**src/rtl/p_fetch_ctrl.sv**
```systemverilog
// Fetch-stage controller: sequences the PC and the IF/ID register against a
// variable-latency instruction memory (req/ack), absorbing ID stalls and EX
// redirects with at most one fetch outstanding.
module p_fetch_ctrl #(
  parameter int unsigned          WIDTH    = 32,
  parameter logic [WIDTH-1:0]     RESET_PC = WIDTH'(32'h0000_0000),
  parameter logic [WIDTH-1:0]     NOP_INST = WIDTH'(32'h0000_0013)
) (
  input  logic             clk,
  input  logic             rst,
  input  logic             i_stall,
  input  logic             i_redirect,
  input  logic [WIDTH-1:0] i_redirect_target,
  output logic             o_imem_req,
  output logic [WIDTH-1:0] o_imem_addr,
  input  logic             i_imem_ack,
  input  logic [WIDTH-1:0] i_imem_rdata,
  output logic [WIDTH-1:0] o_inst,
  output logic [WIDTH-1:0] o_pc,
  output logic [WIDTH-1:0] o_pc_plus_4,
  output logic             o_valid
);

  localparam logic [WIDTH-1:0] ALIGN_MASK = ~WIDTH'(3);
  localparam logic [WIDTH-1:0] PC_STEP    = WIDTH'(4);

  typedef enum logic [1:0] {
    S_FETCH = 2'd0,
    S_HOLD  = 2'd1,
    S_DRAIN = 2'd2
  } state_t;

  state_t           state_q, state_d;
  logic [WIDTH-1:0] pc_q, pc_d;
  logic [WIDTH-1:0] tgt_q, tgt_d;
  logic [WIDTH-1:0] skid_inst_q, skid_inst_d;
  logic [WIDTH-1:0] skid_pc_q, skid_pc_d;
  logic [WIDTH-1:0] inst_q, inst_d;
  logic [WIDTH-1:0] if_pc_q, if_pc_d;
  logic [WIDTH-1:0] if_pc4_q, if_pc4_d;
  logic             valid_q, valid_d;

  logic             req_c;
  logic             xfer_c;
  logic [WIDTH-1:0] redir_tgt_c;
  logic [WIDTH-1:0] pc_plus_4_c;

  assign req_c       = (state_q == S_FETCH) || (state_q == S_DRAIN);
  assign xfer_c      = req_c && i_imem_ack;
  assign redir_tgt_c = i_redirect_target & ALIGN_MASK;
  assign pc_plus_4_c = pc_q + PC_STEP;

  // State register
  always_ff @(posedge clk or posedge rst) begin
    if (rst) state_q <= S_FETCH;
    else     state_q <= state_d;
  end

  // Next-state: redirect beats stall beats normal flow
  always_comb begin
    state_d = state_q;
    case (state_q)
      S_FETCH: begin
        if (i_redirect)            state_d = xfer_c ? S_FETCH : S_DRAIN;
        else if (xfer_c && i_stall) state_d = S_HOLD;
      end
      S_HOLD:  if (i_redirect || !i_stall) state_d = S_FETCH;
      S_DRAIN: if (xfer_c) state_d = S_FETCH;
      default: state_d = S_FETCH;
    endcase
  end

  // Memory port: request held on the same address until the transfer completes
  always_comb begin
    o_imem_req  = req_c && !rst;
    o_imem_addr = pc_q;
  end

  // Datapath next values: PC, saved redirect target, skid buffer, IF/ID slot
  always_comb begin
    pc_d        = pc_q;
    tgt_d       = tgt_q;
    skid_inst_d = skid_inst_q;
    skid_pc_d   = skid_pc_q;
    inst_d      = inst_q;
    if_pc_d     = if_pc_q;
    if_pc4_d    = if_pc4_q;
    valid_d     = valid_q;
    if (i_redirect) begin
      valid_d     = 1'b0;
      inst_d      = NOP_INST;
      skid_inst_d = '0;
      skid_pc_d   = '0;
      case (state_q)
        S_FETCH: begin
          if (xfer_c) pc_d  = redir_tgt_c;
          else        tgt_d = redir_tgt_c;
        end
        S_HOLD:  pc_d = redir_tgt_c;
        S_DRAIN: begin
          tgt_d = redir_tgt_c;
          if (xfer_c) pc_d = redir_tgt_c;
        end
        default: ;
      endcase
    end else begin
      case (state_q)
        S_FETCH: begin
          if (xfer_c) begin
            pc_d = pc_plus_4_c;
            if (i_stall) begin
              skid_inst_d = i_imem_rdata;
              skid_pc_d   = pc_q;
            end else begin
              inst_d   = i_imem_rdata;
              if_pc_d  = pc_q;
              if_pc4_d = pc_plus_4_c;
              valid_d  = 1'b1;
            end
          end else if (!i_stall) begin
            valid_d = 1'b0;
            inst_d  = NOP_INST;
          end
        end
        S_HOLD: begin
          if (!i_stall) begin
            inst_d   = skid_inst_q;
            if_pc_d  = skid_pc_q;
            if_pc4_d = skid_pc_q + PC_STEP;
            valid_d  = 1'b1;
          end
        end
        S_DRAIN: begin
          if (xfer_c) pc_d = tgt_q;
          if (!i_stall) begin
            valid_d = 1'b0;
            inst_d  = NOP_INST;
          end
        end
        default: ;
      endcase
    end
  end

  // Datapath registers
  always_ff @(posedge clk or posedge rst) begin
    if (rst) begin
      pc_q        <= RESET_PC & ALIGN_MASK;
      tgt_q       <= '0;
      skid_inst_q <= '0;
      skid_pc_q   <= '0;
      inst_q      <= NOP_INST;
      if_pc_q     <= '0;
      if_pc4_q    <= '0;
      valid_q     <= 1'b0;
    end else begin
      pc_q        <= pc_d;
      tgt_q       <= tgt_d;
      skid_inst_q <= skid_inst_d;
      skid_pc_q   <= skid_pc_d;
      inst_q      <= inst_d;
      if_pc_q     <= if_pc_d;
      if_pc4_q    <= if_pc4_d;
      valid_q     <= valid_d;
    end
  end

  assign o_inst      = inst_q;
  assign o_pc        = if_pc_q;
  assign o_pc_plus_4 = if_pc4_q;
  assign o_valid     = valid_q;

endmodule

```
**config.mk**
```make
export PLATFORM = sky130hd
export DESIGN_NAME = p_fetch_ctrl
export DESIGN_NICKNAME = d
export VERILOG_FILES = /design/src/rtl/p_fetch_ctrl.sv
export SDC_FILE = /design/constraint.sdc
export NUM_CORES = 1
export LEC_CHECK = 0
export ABC_AREA = 1
export BUFFER_PORTS_ARGS = -buffer_cell sky130_fd_sc_hd__buf_2
export CORE_ASPECT_RATIO = 0.8
export CORE_UTILIZATION = 57
export CTS_CLUSTER_DIAMETER = 120
export CTS_CLUSTER_SIZE = 16
export DETAILED_ROUTE_END_ITERATION = 7
export PLACE_DENSITY = 0.9
export SYNTH_ARGS = -nofsm -noshare
export SYNTH_HDL_FRONTEND = slang
export SYNTH_SLANG_ARGS = --single-unit
```
**constraint.sdc**
```tcl
create_clock -name clk -period 8.8 [get_ports clk]
set_input_delay 0.44 -clock clk [delete_from_list [all_inputs] [get_ports clk]]
set_output_delay 0.44 -clock clk [all_outputs]
set_load 0.01 [all_outputs]
```
After elaboration in Yosys (flattened, before gate mapping). Cells that the tools add are included. Widths: inputs -> output; s select.

Bits in registers: 227. Latch bits: 0. Bits in writable memories: 0. ROM bits: 0. Bits of input ports: 69. Output and inout bits: 130. Word-level logic and storage cells: 90. Memories: 0.

Add/subtract/negate cells: 2. $mul: 0. Div/mod/pow operators: 0. Magnitude comparators: 0. Equality and inequality tests: 15. Shift operators: 0. Mux-type cells: 41. Bitwise operators: 1. Reduce and logical (&&, ||, !) cells: 22.

Operators by type and width (count): $mux 32 (24); $pmux 32 s2 (5); $pmux 32 s3 (1); $add 32x3->32 const B (2); $ne 2x2->1 const B (6); $reduce_and 3->1 (4); $mux 2 (5); $reduce_and 5->1 (2); $reduce_bool 2->1 (5); $ne 3x2->1 const B (3); $ne 3x3->1 const B (3); $pmux 2 s3 (1); $mux 1 (4); $ne 4x4->1 const B (1); $reduce_bool 4->1 (1); $logic_and 1x1->1 (3); $pmux 1 s3 (1); $reduce_bool 3->1 (1); $eq 2x1->1 const B (1); $eq 2x2->1 const B (1); $logic_not 1->1 (2); $logic_not 2->1 (1); $logic_or 1x1->1 (2); $reduce_or 2->1 (1); $not 1->1 (1).

Depth between registers and ports, before layout. Gate-level depths: netlist of run 1.

Word-level depth: 7. Gate-level depth with buffers: 12. Depth with buffers taken out: 12.

Worst setup path before layout of run 1. OpenSTA, ideal clock, no wires.

Kind: register to register. From: reg state_q[1]. To: reg pc_q[12] (netlist: o_imem_addr[12]). Setup time: 0.139 ns. Arrival time: 1.564 ns. Data required time: 8.661 ns. Path slack: 7.097 ns. Cell stages (with the launch flop): 10. Buffers on the path: 3. Period minus slack after synthesis: 1.703 ns. Path through: dfrtp_1 > inv_1 > ha_1 > buf_4 > inv_2 > buf_4 > nand3_1 > nand3_2 > clkbuf_1 > a22oi_1.

Word-level cells in the longest chain between the ends: 5. Elaborated cells between the ends (all ways): 15. Classes of those cells: eq/ne (6); mux (3); reduce/logical (6).

Ends and longest elaborated chain: from (decl) (line 33) `state_t state_q, state_d;`; from (signal assigned) (line 56) `else state_q <= state_d;`; $eq 2x2->1 or $logic_not 2->1 (tied branches) (line 48, 94, 107); $logic_or 1x1->1 (line 48) `assign req_c = (state_q == S_FETCH) || (state_q == S_DRAIN);`; $logic_and 1x1->1 (line 49) `assign xfer_c = req_c && i_imem_ack;`; $ne 3x3->1 (no line) or $ne 3x2->1 (tied branches); $reduce_and 5->1 (no line); to (signal assigned) (line 148) `pc_q <= RESET_PC & ALIGN_MASK;`; to (signal assigned) (line 157) `pc_q <= pc_d;`; to (decl) (line 34) `logic [WIDTH-1:0] pc_q, pc_d;`.

Parallel ways exist; a longest one is shown, timed or not. A chain may end at the register's enable or synchronous reset.

Worst setup path in the final report of run 1.
From: reg state_q[0]. To: reg if_pc4_q[7] (netlist: o_pc_plus_4[7]).

Word-level cells in the longest chain between the ends: 5. Elaborated cells between the ends (all ways): 11. Classes of those cells: eq/ne (5); mux (1); reduce/logical (5).

Ends and longest elaborated chain: $eq 2x2->1 or $logic_not 2->1 (tied branches) (line 48, 107); $logic_or 1x1->1 (line 48); $logic_and 1x1->1 (line 49); $ne 2x2->1 (no line); $reduce_and 5->1 (no line); to (signal assigned) (line 163) `if_pc4_q <= if_pc4_d;`; to (decl) (line 40) `logic [WIDTH-1:0] if_pc4_q, if_pc4_d;`.

Parallel ways exist; a longest one is shown, timed or not.

==> results, run 1 <==
- The number of DRC markers after the initial detailed-route iteration is 1760.
- The number of distinct standard cells referenced by the synthesized netlist is 38.
- Synthesis handed over a netlist of around 1700 instances.
- For the worst-skew pair, the clock arrives at the later sink with an insertion delay of slightly below 0.5 ns.
- The number of top-level pins is a little under 200.
- The flow ran to the end, and the final reports show no timing, DRC or antenna violations.
- The commonest cells after synthesis are sky130_fd_sc_hd__nand2_1 (542), sky130_fd_sc_hd__dfrtp_1 (216), sky130_fd_sc_hd__nor2_1 (142), sky130_fd_sc_hd__inv_1 (133), sky130_fd_sc_hd__nand3_1 (128).
- In the finished design, the share of the clock period the worst path needs comes to 0.4282.
- The floorplan step defined a die boundary enclosing ~22000 µm².
- The overall overflow remaining after global route is 0.
- The number of slew-limit violations in the final report is 0.
- Measured on the finished design, the core utilization comes to 0.6495.
- The setup check on the worst reg-to-reg path leaves a slack of around 5 ns.
- The minimum period implied by the final worst setup slack is 3.768 ns.
- The post-detailed-placement half-perimeter wirelength is ~27000 µm.
- The peak supply drop is roughly 240 µV.
- Along the worst path, the maximum fanout reaches 86.
- The filler cells instantiated in the layout total 1826.
- The complex-gate fraction of the synthesized area came to 0.1563.
- The endpoint arrival time on the critical path is about 4.2 ns.
- The path with the worst hold slack has its endpoint at skid_inst_q[29]$_DFFE_PP0P_.
- The clock net in this run drives a total of ~220 sinks.
- The timing-limited maximum frequency is roughly 270 MHz.
- In the final routed layout, each cell accounts on average for 18.62 µm.
- Of the total synthesized cell area, the portion taken by AND, OR, NAND and NOR gates is 0.2813.
- The leakage power is about 6.5 nW.
- The via count of the first global-routing pass is between 10000 and 15000.
- The cell type with the largest total area after synthesis is sky130_fd_sc_hd__dfrtp_1.
- The tool flagged a number of max-cap violations equal to 0.
- In this run the critical register-to-register path is launched from state_q[0]$_DFFE_PP0P_.
- The final net count is 1867.
- The sum of routed wire length over all layers is about 39000 µm.
- During synthesis, Yosys emitted a total of 0 warnings.
- Buffers inserted to repair hold after CTS numbered 0.
- The hold-critical path depth is 3.
- The kind of start point of the critical path is a register.
- After detailed routing, the number of vias per cell comes to 5.982.
- The met3 wire length is just over 5000 µm.
- At the pin with the least slew margin, the transition time is 1.115 ns.
- After synthesis, the largest family of logic cells by area is simple AND/OR/NAND/NOR gates.
- The number of antenna violations at the first check in global routing is 3.
- The standard cell core area is approximately 21000 µm².
- The area share of fa/ha/maj cells after synthesis is 0.006236.
- The number of gates resized after CTS was 0.
- In the synthesized netlist the async set-or-reset flop fraction comes to 1.000.
- Once detail routing completed, the nets flagged for antenna violations numbered 0.
- The first detailed-routing pass ran for 7 iterations.
- The final number of setup-violating endpoints is 0.
- The die width is ~160 µm.
- The weighted congestion reported at the end of routability-driven placement is approximately 1.
- Yosys mapped a number of flops with a built-in enable equal to 0.
- The class of the tightest hold or removal check is input port to register.
- The routed length on met2 is around 16000 µm.
- After clock tree synthesis, the clock-pin slew on the worst setup and hold paths is approximately 0.080 ns.
- The required time of the critical path is slightly above 9 ns.
- The number of flip-flops and latches in the synthesized netlist is approximately 220.
- The area growth from synthesis to final layout is 11.67%.
- The routed layout has roughly 12000 vias.
- The pre-CTS worst setup slack is between 4 and 5 ns.
- The worst setup path is captured at a register.
- The fraction of post-synthesis cell area in the top cell type by area is 0.4490.
- Of the cells placed in the final design, the portion with a size suffix greater than 1 is 0.1465.
- The chip height is between 100 and 150 µm.
- The setup fix buffers added after clock tree synthesis is 0.
- The first global-routing pass estimated 60220 µm of wire.
- The critical setup path kind is register to register.
- The highest metal layer carrying signal wires in the routed design is met5.
- In this run, CTS created clock tree buffers numbering 17.
- Measured in cells, the most critical reg-to-reg path has a length of 11.
- The initial standard-cell utilization of the core is 0.5816.
- Of the synthesized area, sequential elements account for 0.4555.
- The aggregate global-route resource usage is 0.3534.
- The most frequently used flop master after synthesis is sky130_fd_sc_hd__dfrtp_1.
- In this run the critical register-to-register path is captured at o_pc_plus_4[7]$_DFFE_PP0P_.
- The mapped netlist covers 12040 µm².
- The H-tree depth reported by CTS is 1.
- TritonCTS built the clock tree.
- Setup total negative slack on the finished layout was measured at 0 ns.
- The cell with the most instances after synthesis is sky130_fd_sc_hd__nand2_1.
- The worst setup skew after layout is 0.009861 ns.
- The share of the synthesized netlist area taken by xor and xnor gates is 0.008730.
- Row generation in the floorplan step produced 47 rows.
- Power spread over the standard cell area amounts to ~340 nW/µm².
- The multiplexer share of the synthesized area is 0.009354.
- The post-route worst setup slack is slightly above 5 ns.
- The detailed-route wire length on metal 1 is 16700 µm.
- The headroom to the max-slew limit is 0.2558.
- Setup repair after global routing left no endpoint under its margin.
- The final hold violation count is 0.
- The deepest clock path buffer count is 3.
- In this run the tool buffered the top-level ports with about 190 buffer cells.
- By area the synthesized netlist is led by sky130_fd_sc_hd__dfrtp_1 (45%), sky130_fd_sc_hd__nand2_1 (17%), sky130_fd_sc_hd__nand3_1 (5.3%), sky130_fd_sc_hd__o21ai_0 (4.8%), sky130_fd_sc_hd__nor2_1 (4.4%).
- The origin of the worst min-delay path is i_imem_rdata[29].
- A synthesized cell averages 7.226 µm².
- The tree is rooted in a sky130_fd_sc_hd__clkbuf_16.
- In the routed design, unresolved DRC markers number 0.
- The pin count of the biggest net entering global routing is around 150.
## routing by layer
layer | GRT usage | vias to the layer above
li1 | - | 5684
met3 | 0.09374 | 88
met5 | 0 | -
met4 | 0.06881 | 4
met1 | 0.5588 | 5831
met2 | 0.4838 | 787
## how the worst max path moves through the flow
stage / start / end / slack, ns / cells past startpoint
2_1_floorplan: rst / o_imem_addr[10]$_DFFE_PP0P_ / 2.37 / 1
3_3_place_gp: i_redirect / o_inst[30]$_DFFE_PP0P_ / 5.05 / 9
3_5_place_dp: i_redirect / o_inst[12]$_DFFE_PP0P_ / 4.97 / 9
4_1_cts: state_q[0]$_DFFE_PP0P_ / o_pc_plus_4[9]$_DFFE_PP0P_ / 5.13 / 11
5_1_grt: state_q[0]$_DFFE_PP0P_ / o_pc_plus_4[31]$_DFFE_PP0P_ / 4.84 / 11
6_report: state_q[0]$_DFFE_PP0P_ / o_pc_plus_4[7]$_DFFE_PP0P_ / 5.03 / 11
## cell type report
type,instances,area [µm²],share of cell area
diodes,1,2.502,0.0001861
clock buffers,28,466.7,0.03471
clock inverters,1,7.507,0.0005584
inverters,143,544.3,0.04048
multi-input cells,1210,5579,0.4150
flip-flops and latches,219,5484,0.4079
well taps,269,336.6,0.02503
repair buffers,201,1023,0.07613
## power breakdown
group | internal [mW] | switching, mW
combinational | 0.695 | 1.47
sequential | 1.36 | 0.374
clock | 0.364 | 0.360
total | 2.42 | 2.21
## cells in the final DEF (no fill, tap or decap), types with 2 or more instances in the layout
master / n
sky130_fd_sc_hd__a21oi_1: 92
sky130_fd_sc_hd__a22oi_1: 11
sky130_fd_sc_hd__a31oi_1: 33
sky130_fd_sc_hd__and2_1: 2
sky130_fd_sc_hd__buf_2: 194
sky130_fd_sc_hd__buf_4: 7
sky130_fd_sc_hd__clkbuf_1: 11
sky130_fd_sc_hd__clkbuf_16: 17
sky130_fd_sc_hd__conb_1: 2
sky130_fd_sc_hd__dfrtp_1: 216
sky130_fd_sc_hd__dfstp_2: 3
sky130_fd_sc_hd__ha_1: 5
sky130_fd_sc_hd__inv_1: 132
sky130_fd_sc_hd__inv_2: 9
sky130_fd_sc_hd__mux2_2: 10
sky130_fd_sc_hd__nand2_1: 541
sky130_fd_sc_hd__nand2_2: 7
sky130_fd_sc_hd__nand3_1: 127
sky130_fd_sc_hd__nand3_2: 3
sky130_fd_sc_hd__nand4_1: 4
sky130_fd_sc_hd__nor2_1: 142
sky130_fd_sc_hd__nor2_2: 9
sky130_fd_sc_hd__nor3_1: 2
sky130_fd_sc_hd__o211ai_1: 10
sky130_fd_sc_hd__o21ai_0: 115
sky130_fd_sc_hd__o21ai_1: 27
sky130_fd_sc_hd__o22ai_1: 46
sky130_fd_sc_hd__o31ai_1: 3
sky130_fd_sc_hd__xor2_1: 11
## logic make-up after synthesis
kind of cell,after synthesis
compound gates,341
xor+xnor,12
fa+ha+maj,6
buf+inv,238
flops,219
mux,10
other cells,1
simple gates,839
## flip-flops by register name (all words and copies together), names as in the netlist
register,flops
o_inst,32
skid_inst_q,32
o_pc,31
skid_pc_q,31
o_imem_addr,30
o_pc_plus_4,30
tgt_q,30
state_q,2
o_valid,1
## critical path, cell delays in order, from the launching register on
cell                       delay [ns]
sky130_fd_sc_hd__dfrtp_1         0.38
sky130_fd_sc_hd__inv_1           0.15
sky130_fd_sc_hd__ha_1            0.29
sky130_fd_sc_hd__inv_1           0.38
sky130_fd_sc_hd__nand2_2         0.22
sky130_fd_sc_hd__nand2_2         0.30
sky130_fd_sc_hd__nand2_1         0.21
sky130_fd_sc_hd__nand2_2         0.47
sky130_fd_sc_hd__inv_2           0.14
sky130_fd_sc_hd__buf_4           0.67
sky130_fd_sc_hd__o211ai_1        0.32
sky130_fd_sc_hd__nand2_1         0.12
## stage by stage
stage,instances,hold WS (ns),instance area [µm²],power [mW]
after detailed placement,2042,0.4612,12970,3.821
after global routing,2071,0.1762,13440,4.903
after floorplan,1667,0.4533,12040,3.046
final,2072,0.1638,13440,4.632
after CTS,2071,0.1599,13440,4.553
after global placement,2042,0.4576,12970,3.736
Power figures use the tool's default switching activity.
==> run 2: changes to the inputs <==
==> constraint.sdc (replaced) <==
create_clock -name clk -period 3.7 [get_ports clk]
set_input_delay 0.185 -clock clk [delete_from_list [all_inputs] [get_ports clk]]
set_output_delay 0.185 -clock clk [all_outputs]
set_load 0.01 [all_outputs]
==> run 2 against run 1 <==
  * The flow now finishes with violations (hold timing)
  * Sequential power is 140% higher
  * Combinational power is 140% higher
  * Sequential cell count stayed put
  * Critical path type unchanged
  * Design area is 5.2% higher
  * Utilization is 3.4 points higher
  * Final cell count is 3.1% higher
  * Count of clock-buffer cells in the layout is 6 lower
  * Critical endpoint is now o_inst[28]$_DFFE_PP0P_
  * Fmax is 24% higher
  * Hold slack worse by 0.17 ns
  * Routed wire length is 3.2% higher
  * Clock power is 130% higher
==> results, run 2 (synthesized netlist as in run 1, its figures left out) <==
- The run finished, with violations left.
- The final reports fail on hold timing.
- The die width is around 160 µm.
- The pre-CTS worst setup slack is between 0.8 and 0.9 ns.
- The clock reaches the later pin of the worst-skew pair after about 0.49 ns.
- The leakage power is ~6.8 nW.
- The overall overflow remaining after global route is 0.
- The count of clock tree sinks is between 200 and 250.
- The count of placed standard cells including taps is around 2100.
- In the final design database the tool counted a little under 2000 nets.
- The summed negative setup slack over all endpoints is 0 ns.
- The routed length per placed instance is approximately 19 µm.
- The via count of the first global-routing pass is approximately 11000.
- The startpoint identified for the worst hold timing path is i_redirect_target[15].
- TritonCTS built the clock tree.
- Setup violations remaining at the end of the flow were counted as 0.
- The critical path is of the register to register type.
- The most common library cell in the layout ignoring fill and taps is sky130_fd_sc_hd__nand2_1.
- The setup fix buffers added after clock tree synthesis is 0.
- The final hold violation count was 1.
- Fill cells in the final layout number ~1700.
- After clock tree synthesis, the clock-pin slew on the worst setup and hold paths is 0.07 ns.
- The detailed router placed 12690 vias in this run.
- The number of maximum-capacitance constraint violations is 0.
- In the post-route analysis, the smallest setup slack over all paths is 0.6686 ns.
- The chip height is between 100 and 150 µm.
- The number of clock buffers added by TritonCTS is 17.
- Of all nets on the critical path, the largest fanout is 34.
- The total iterations of the first detailed-routing run is 6.
- The min-delay analysis places its worst path in the category input port to register.
- The port buffer count is ~190.
- STA classifies the critical path startpoint as a register.
- The worst hold slack is -0.003110 ns.
- The first global-routing pass estimated 62240 µm of wire.
- The sum of routed wire length over all layers is about 40000 µm.
- The deepest clock path buffer count is 3.
- The endpoint arrival time on the critical path is 3.44 ns.
- Setup repair after global routing left no endpoint under its margin.
- The area growth from synthesis to final layout is 17.46%.
- Entering global routing, the biggest net connects between 80 and 90 pins.
- The critical path starts at state_q[1]$_DFFE_PP0P_.
- In the global route stage, overall resource usage came out at 0.3654.
- The number of antenna violations at the first check in global routing came to 0.
- Leaving out fill and tap cells, the most frequent cells in the layout are sky130_fd_sc_hd__nand2_1 (542), sky130_fd_sc_hd__dfrtp_1 (216), sky130_fd_sc_hd__buf_2 (194).
- The completed layout was analyzed and its total power is approximately 11 mW.
- The layout cell share with drive strength beyond 1 is 0.1478.
- The tree is rooted in a sky130_fd_sc_hd__clkbuf_16.
- The number of DRC markers after the initial detailed-route iteration is around 1800.
- The die covers 21710 µm².
- The floorplan has 47 rows.
- VDD sags by at most roughly 520 µV.
- The number of top-level pins is a little under 200.
- Based on the critical path, the design can be clocked at up to between 300 and 400 MHz.
- In this run the tightest slew margin relative to its limit is 0.3759.
- The worst setup path is captured at a register.
- The weighted congestion reported at the end of routability-driven placement is approximately 0.97.
- For the pin with the worst max-slew slack, the measured transition is about 0.94 ns.
- 0 antenna diodes ended up in the layout.
- The final clock period utilization by the worst path is 0.8193.
- After detailed routing, the number of remaining DRC violations is 0.
- For this design the ratio of total power to cell area is approximately 790 nW/µm².
- The number of slew-limit violations in the final report is 0.
- For this configuration, the core starts out at a cell density of 0.5816.
- CTS built an H-tree with a depth of 1.
- The post-detailed-placement half-perimeter wirelength is roughly 27000 µm.
- The number of standard cells in the layout, taps in and fillers out is between 2000 and 2500.
- In this run, post-CTS repair resized a total of 0 instances.
- The count of nets left with antenna violations after detail routing is 0.
- The total area inside the core boundary comes to ~21000 µm².
- The minimum period implied by the final worst setup slack is a little over 3 ns.
- The launch point of the worst reg-to-reg path is state_q[1]$_DFFE_PP0P_.
- Clock skew on the completed layout was measured at approximately 0.010 ns.
- The required time of the critical path is 4.11 ns.
- The vias per cell is around 5.9.
## run 2: cell types whose count changed in the layout (fill, tap and decap cells not counted), sizes merged
cell,delta
diode,-1
dlygate4sd3,+58
inv,-1
clkinvlp,+1
clkbuf,-6
buf,+13
## run 2: what timing repair did
action | in CTS | in global routing
endpoints found under the setup margin | 0 | 0
endpoints found under the hold margin | 94 | 0
hold buffers | 58 | 0
## run 2: stage by stage
step	utilization	instance area (µm²)
6_report	0.6831	14140
5_1_grt	0.6831	14140
4_1_cts	0.6831	14140
3_5_place_dp	0.6333	13110
3_3_place_gp	0.6333	13110
2_1_floorplan	-	12050
## run 2: layer usage
| layer | track usage | vias up | routed length (µm) |
|---|---|---|---|
| met4 | 0.09582 | 0 | 1072 |
| li1 | - | 5807 | - |
| met1 | 0.5760 | 5852 | 16880 |
| met5 | 0 | - | 0 |
| met3 | 0.08682 | 102 | 5541 |
| met2 | 0.4988 | 926 | 16300 |
## run 2: critical path: stages, from the launching register on
cell and delay (ns):
sky130_fd_sc_hd__dfrtp_1 0.40, sky130_fd_sc_hd__inv_1 0.09, sky130_fd_sc_hd__ha_1 0.26, sky130_fd_sc_hd__nand2_1 0.14, sky130_fd_sc_hd__nor2_2 0.07, sky130_fd_sc_hd__nand2_2 0.06, sky130_fd_sc_hd__buf_4 0.41, sky130_fd_sc_hd__nand3_2 0.54
sky130_fd_sc_hd__nor2_2 0.21, sky130_fd_sc_hd__buf_4 0.37, sky130_fd_sc_hd__o21ai_0 0.22, sky130_fd_sc_hd__o21ai_1 0.17
## run 2: path summary, 6_finish.rpt
path,end,slack [ns],cells after the start
worst max-delay path,o_inst[28]$_DFFE_PP0P_,0.67,11
worst min-delay path,tgt_q[15]$_DFFE_PP0P_,-0.003,3
worst max register to register,o_inst[28]$_DFFE_PP0P_,0.67,11
worst min register to register,o_pc_plus_4[25]$_DFFE_PP0P_,0.47,2
max in group asynchronous,o_pc[28]$_DFFE_PP0P_,2.32,4
min in group asynchronous,o_inst[2]$_DFFE_PP0P_,0.44,3
## run 2: final cells by class
class                           instances  area (µm²)  area share
Tap cell                              269       336.6     0.02380
Clock buffer                           22       444.2     0.03141
Sequential cell                       219        5484      0.3878
Inverter                              143       540.5     0.03822
Multi-Input combinational cell       1210        5577      0.3944
Timing Repair Buffer                  272        1752      0.1239
Clock inverter                          1       7.507   0.0005309
## run 2: where the power goes
group	switching, mW	internal [mW]	total (mW)	leakage, nW
Sequential	0.907	3.24	4.15	2.76
Combinational	3.57	1.74	5.31	3.82
Clock	0.861	0.842	1.70	0.216
